===== src/rtl/clk_ratio_pkg.sv =====
// rtl/clk_ratio_pkg.sv - shared FSM type and constants for the clock ratio meter
package clk_ratio_pkg;

  localparam int CNT_W = 13;
  localparam int MAX_N = 11;

  typedef enum logic {
    S_SEEK = 1'b0,
    S_MEAS = 1'b1
  } state_e;

  // Exponent k when p == 2^k with 1 <= k <= MAX_N; 0 flags an unusable period.
  function automatic logic [3:0] pow2_exp(input logic [CNT_W-1:0] p);
    logic [3:0] k;
    k = 4'd0;
    for (int i = 1; i <= MAX_N; i++) begin
      if (p == (CNT_W'(1) << i)) k = 4'(i);
    end
    return k;
  endfunction

endpackage


===== src/rtl/clk_edge_sync.sv =====
// rtl/clk_edge_sync.sv - two-flop synchronizer with rising-edge pulse for an async input
module clk_edge_sync (
  input  logic inClk,
  input  logic rst,
  input  logic d,
  output logic rise
);

  logic meta_q;
  logic sync_q;
  logic prev_q;

  always_ff @(posedge inClk or posedge rst) begin
    if (rst) begin
      meta_q <= 1'b0;
      sync_q <= 1'b0;
      prev_q <= 1'b0;
    end else begin
      meta_q <= d;
      sync_q <= meta_q;
      prev_q <= sync_q;
    end
  end

  assign rise = sync_q & ~prev_q;

endmodule


===== src/rtl/clk_ratio_meter.sv =====
// rtl/clk_ratio_meter.sv - measures measClk period as a power-of-two ratio of inClk
// Lock filtering over LOCK_COUNT equal periods is enabled by CLK_RATIO_METER_LOCK_EN.
module clk_ratio_meter
  import clk_ratio_pkg::*;
#(
  parameter int TIMEOUT    = 4200,
  parameter int LOCK_COUNT = 3
) (
  input  logic       inClk,
  input  logic       rst,
  input  logic       measClk,
  output logic [3:0] ratio,
  output logic       valid,
  output logic       err_ratio,
  output logic       no_clk
);

  if (TIMEOUT < 4097 || TIMEOUT > 8191 || LOCK_COUNT < 1 || LOCK_COUNT > 15) begin : g_param_check
    $error("clk_ratio_meter: TIMEOUT or LOCK_COUNT out of range");
  end

  logic             edge_pulse;
  state_e           state_q;
  logic [CNT_W-1:0] cnt_q;
  logic [3:0]       ratio_q;
  logic             valid_q;
  logic             err_q;
  logic             no_clk_q;
  logic [3:0]       k_d;
  logic             timeout_d;
  logic             good_d;
  logic             bad_d;
  logic             lock_d;

  clk_edge_sync u_sync (
    .inClk (inClk),
    .rst   (rst),
    .d     (measClk),
    .rise  (edge_pulse)
  );

  assign k_d       = pow2_exp(cnt_q);
  assign timeout_d = !edge_pulse && (cnt_q == CNT_W'(TIMEOUT));
  assign good_d    = edge_pulse && (state_q == S_MEAS) && (k_d != 4'd0);
  assign bad_d     = edge_pulse && (state_q == S_MEAS) && (k_d == 4'd0);

`ifdef CLK_RATIO_METER_LOCK_EN
  logic [3:0] cand_q;
  logic [3:0] match_q;
  logic [3:0] match_d;

  always_comb begin
    match_d = 4'd1;
    if (k_d == cand_q) begin
      match_d = (match_q >= 4'(LOCK_COUNT)) ? 4'(LOCK_COUNT) : match_q + 4'd1;
    end
  end

  always_ff @(posedge inClk or posedge rst) begin
    if (rst) begin
      cand_q  <= 4'd0;
      match_q <= 4'd0;
    end else if (good_d) begin
      cand_q  <= k_d;
      match_q <= match_d;
    end else if (bad_d || timeout_d) begin
      match_q <= 4'd0;
    end
  end

  assign lock_d = (match_d == 4'(LOCK_COUNT));
`else
  assign lock_d = 1'b1;
`endif

  // cnt holds at TIMEOUT after loss so the flag stays asserted until the next edge.
  always_ff @(posedge inClk or posedge rst) begin
    if (rst) begin
      state_q  <= S_SEEK;
      cnt_q    <= '0;
      ratio_q  <= 4'd0;
      valid_q  <= 1'b0;
      err_q    <= 1'b0;
      no_clk_q <= 1'b0;
    end else if (edge_pulse) begin
      cnt_q <= CNT_W'(1);
      if (state_q == S_SEEK) begin
        state_q  <= S_MEAS;
        no_clk_q <= 1'b0;
      end else if (good_d) begin
        err_q   <= 1'b0;
        valid_q <= lock_d;
        if (lock_d) ratio_q <= k_d;
      end else begin
        err_q   <= 1'b1;
        valid_q <= 1'b0;
      end
    end else if (timeout_d) begin
      state_q  <= S_SEEK;
      no_clk_q <= 1'b1;
      valid_q  <= 1'b0;
    end else begin
      cnt_q <= cnt_q + CNT_W'(1);
    end
  end

  assign ratio     = ratio_q;
  assign valid     = valid_q;
  assign err_ratio = err_q;
  assign no_clk    = no_clk_q;

endmodule

===== config.mk =====
export PLATFORM = sky130hd
export DESIGN_NAME = clk_ratio_meter
export DESIGN_NICKNAME = d
export VERILOG_FILES = /design/src/rtl/clk_ratio_pkg.sv /design/src/rtl/clk_edge_sync.sv /design/src/rtl/clk_ratio_meter.sv
export SDC_FILE = /design/constraint.sdc
export NUM_CORES = 1
export LEC_CHECK = 0
export BUFFER_PORTS_ARGS = -buffer_cell sky130_fd_sc_hd__clkbuf_2
export CAP_MARGIN = 20
export CORE_MARGIN = 2
export CORE_UTILIZATION = 63
export CTS_CLUSTER_DIAMETER = 60
export DETAILED_ROUTE_END_ITERATION = 16
export PLACE_DENSITY = 0.85
export SLEW_MARGIN = 20
export SYNTH_ARGS = -nofsm -noshare
export SYNTH_HDL_FRONTEND = slang
export SYNTH_SLANG_ARGS = --single-unit
export TNS_END_PERCENT = 1

===== constraint.sdc =====
create_clock -name inClk -period 4.4 [get_ports inClk]
set_input_delay 0.44 -clock inClk [delete_from_list [all_inputs] [get_ports inClk]]
set_output_delay 0.44 -clock inClk [all_outputs]
set_load 0.005 [all_outputs]

==> reports/metrics.yaml <==
grt_use_total_pct: 23.3
worstPathRequired_ns: 4.60
power.ir.vdd_worst_uv: 309
io_pins: 10
period_minus_slack_ns: 2.34
postCtsSetupBuffers: 0
yosys_cell_types: 38
die_h_um: 52.1
numCtsBuffers: 3
run_status: "finished, final reports clean"
clock_tree_from_tritoncts: "built"
routed_via_density: 6.13
maxSlewViolCount: 0
most-common-layout-cells: "dfrtp_1 (24), o21ai_0 (18), nor2_1 (15), nand3_1 (11), nand2_1 (10)"
fmax_mhz: 427
cts_max_level: 1
syn2layout_area_growth_pct: 2.06
synth_top_area_share_pct: 41.2
worst_setup_hold_path_clk_slew_ns: 0.13
critical_path_arrival_ns: 2.55
floorplan.rows: 17
most_common_cell_after_layout_fill_and_taps_aside: "dfrtp_1"
postCtsHoldBufs: 0
synth-seq-area-share_pct: 41.2
synth_top_cells_by_area: "dfrtp_1 (41%), o21ai_0 (6.2%), xnor2_1 (4.8%)"
detailedPlace.worstSlack_ns: 2.09
setup-violations-final: 0
ys_async_sr_fraction_pct: 100
critPathMaxFanout: 5
syn_area_per_cell_um2: 8.99
netlist.top_cell.by_area: "dfrtp_1"
synth_area_um2: 1460
placeableCoreArea_um2: 2190
min-delay-path-class: "in -> reg"
post_synth_inst_count: 162
post_cts.resized_instances: 0
tns_ns: 0
floorplan.initialDensity_pct: 66.5
clk_root_buffer_cell: "clkbuf_4"
drv.max_cap_violation_count: 0
cts_max_path_bufs: 2
detail_route.wirelength_mm: 2.77
critPathCaptureType: "register"
place_congestion: 0.865
grt_setup_unrepaired: "false"
power.density_cell_area_nw_per_um2: 396
layout_setup_ws_ns: 2.06
dieWidth_um: 52.1
max-slew-margin-rel_pct: 38.0
antenna_violating_nets_post_route: 0
count_of_routing_violations_after_the_opening_detailed_route_iteration: 45
critPathLaunchType: "register"
wire_length_of_the_first_global_routing_pass_mm: 4.63
grt_pass1_vias: 1058
hold_violations: 0
grt_antenna_before_repair: 0
n_fill_cell: 172
final_util_pct: 67.8
dr.pass1.iters: 4
worst_slew_pin_slew_ns: 0.928
drive_gt1_share_pct: 11.7
post-route-period-util_pct: 53.3
gr-total-overflow: 0
ys.warnings.count: 0
cts.sink_count: 24
fp.dieArea_um2: 2710
ys_seq_elements: 24
pin_count_of_the_biggest_net_entering_global_routing: 25
static-leakage-power_nw: 0.648
worstSetupPathType: "reg -> reg"
clock_skew_ns: 0.0109
dp_hpwl_mm: 1.96
drt_drc_violations_left: 0
synth-edff-count: 0
synth-main-ff-cell: "dfrtp_1"
avgRoutedWirePerCell_um: 14.5
clock_latency_at_the_later_pin_of_the_worst_skew_pair_ns: 0.32
synth_nets: 168
nNetsFinal: 170
route.vias.total: 1171
count_of_buffers_inserted_at_the_top_level_ports: 9
n_antenna_cell: 0
-- Yosys cell counts (2+ instances only) --
cell type / n
dfrtp_1: 24
o21ai_0: 18
nor2_1: 15
nand3_1: 11
nand2_1: 10
xnor2_1: 8
nor3_1: 7
a21oi_1: 6
clkbuf_1: 6
xor2_1: 6
inv_1: 5
nor4_1: 5
buf_6: 4
ha_1: 3
nand2b_1: 3
nor4b_1: 3
and3_1: 2
nand3b_1: 2
o211ai_1: 2
o31ai_1: 2
or3_1: 2
or3_2: 2
-- worst max-delay path, stage by stage (launching register included) --
cell and delay [ns]:
dfrtp_1 0.45, inv_1 0.09, ha_1 0.20, or4b_2 0.67
nor4_1 0.24, o21ai_0 0.27, nand3_1 0.19, o21ai_0 0.10
-- area by class of cell --
type	instances	area, um2	share of cell area (%)
tap	28	35.0	2.36
timing repair buffer	9	45.0	3.03
sequential	24	601	40.4
clock buffer	4	36.3	2.44
inverter	5	18.8	1.26
multi-input combinational	121	751	50.5
-- path summary, 6_finish.rpt --
path | startpoint | end | slack [ns] | depth (start not counted)
max in group asynchronous | rst | valid | 3.60 | 2
worst min register to register | u_sync.meta_q | u_sync.sync_q | 0.37 | 0
worst max-delay path | cnt_q[1] | ratio[1] | 2.06 | 7
min in group asynchronous | rst | state_q | 0.25 | 2
worst min-delay path | measClk | u_sync.meta_q | 0.22 | 1
worst max register to register | cnt_q[1] | ratio[1] | 2.06 | 7
-- kinds of logic after synthesis --
family	Yosys count	synth area share [%]
AO/OA/AOI/OAI	33	13.1
XOR/XNOR	14	8.42
adder cells (fa/ha/maj)	3	2.58
buffers and inverters	17	7.22
flip-flops	24	41.2
multiplexers	1	0.687
AND/OR/NAND/NOR	70	26.7
-- metal layers --
layer | vias up | wire length (um) | GRT usage, % | share of wire [%]
li1 | 578 | - | - | -
met1 | 542 | 1180 | 29.9 | 43
met2 | 45 | 1390 | 38.2 | 50
met3 | 6 | 149 | 3.45 | 5.4
met4 | 0 | 51 | 11.4 | 1.8
met5 | - | 0 | 0 | 0
-- power breakdown --
| group | internal (mW) | leakage, nW | switching, mW |
|---|---|---|---|
| Combinational | 0.0799 | 0.325 | 0.0888 |
| Clock | 0.0507 | 0.0210 | 0.0668 |
| Sequential | 0.254 | 0.302 | 0.0485 |
| Total | 0.384 | 0.648 | 0.204 |
-- state kept, by name (all words and copies together), names as in the netlist --
| name | cells |
|---|---|
| no_clk | 1 |
| valid | 1 |
| err_ratio | 1 |
| u_sync.prev_q | 1 |
| u_sync.meta_q | 1 |
| state_q | 1 |
| ratio | 4 |
| cnt_q | 13 |
| u_sync.sync_q | 1 |
-- stage by stage --
step | std cells | total power [mW] | cell area [um2] | hold WS (ns)
after CTS | 191 | 0.589 | 1490 | 0.213
after floorplan | 162 | 0.425 | 1460 | 0.331
after detailed placement | 187 | 0.473 | 1450 | 0.348
after global placement | 187 | 0.465 | 1450 | 0.347
final | 191 | 0.589 | 1490 | 0.222
after global routing | 191 | 0.623 | 1490 | 0.205
No activity file was read; power rests on OpenSTA's default activity.
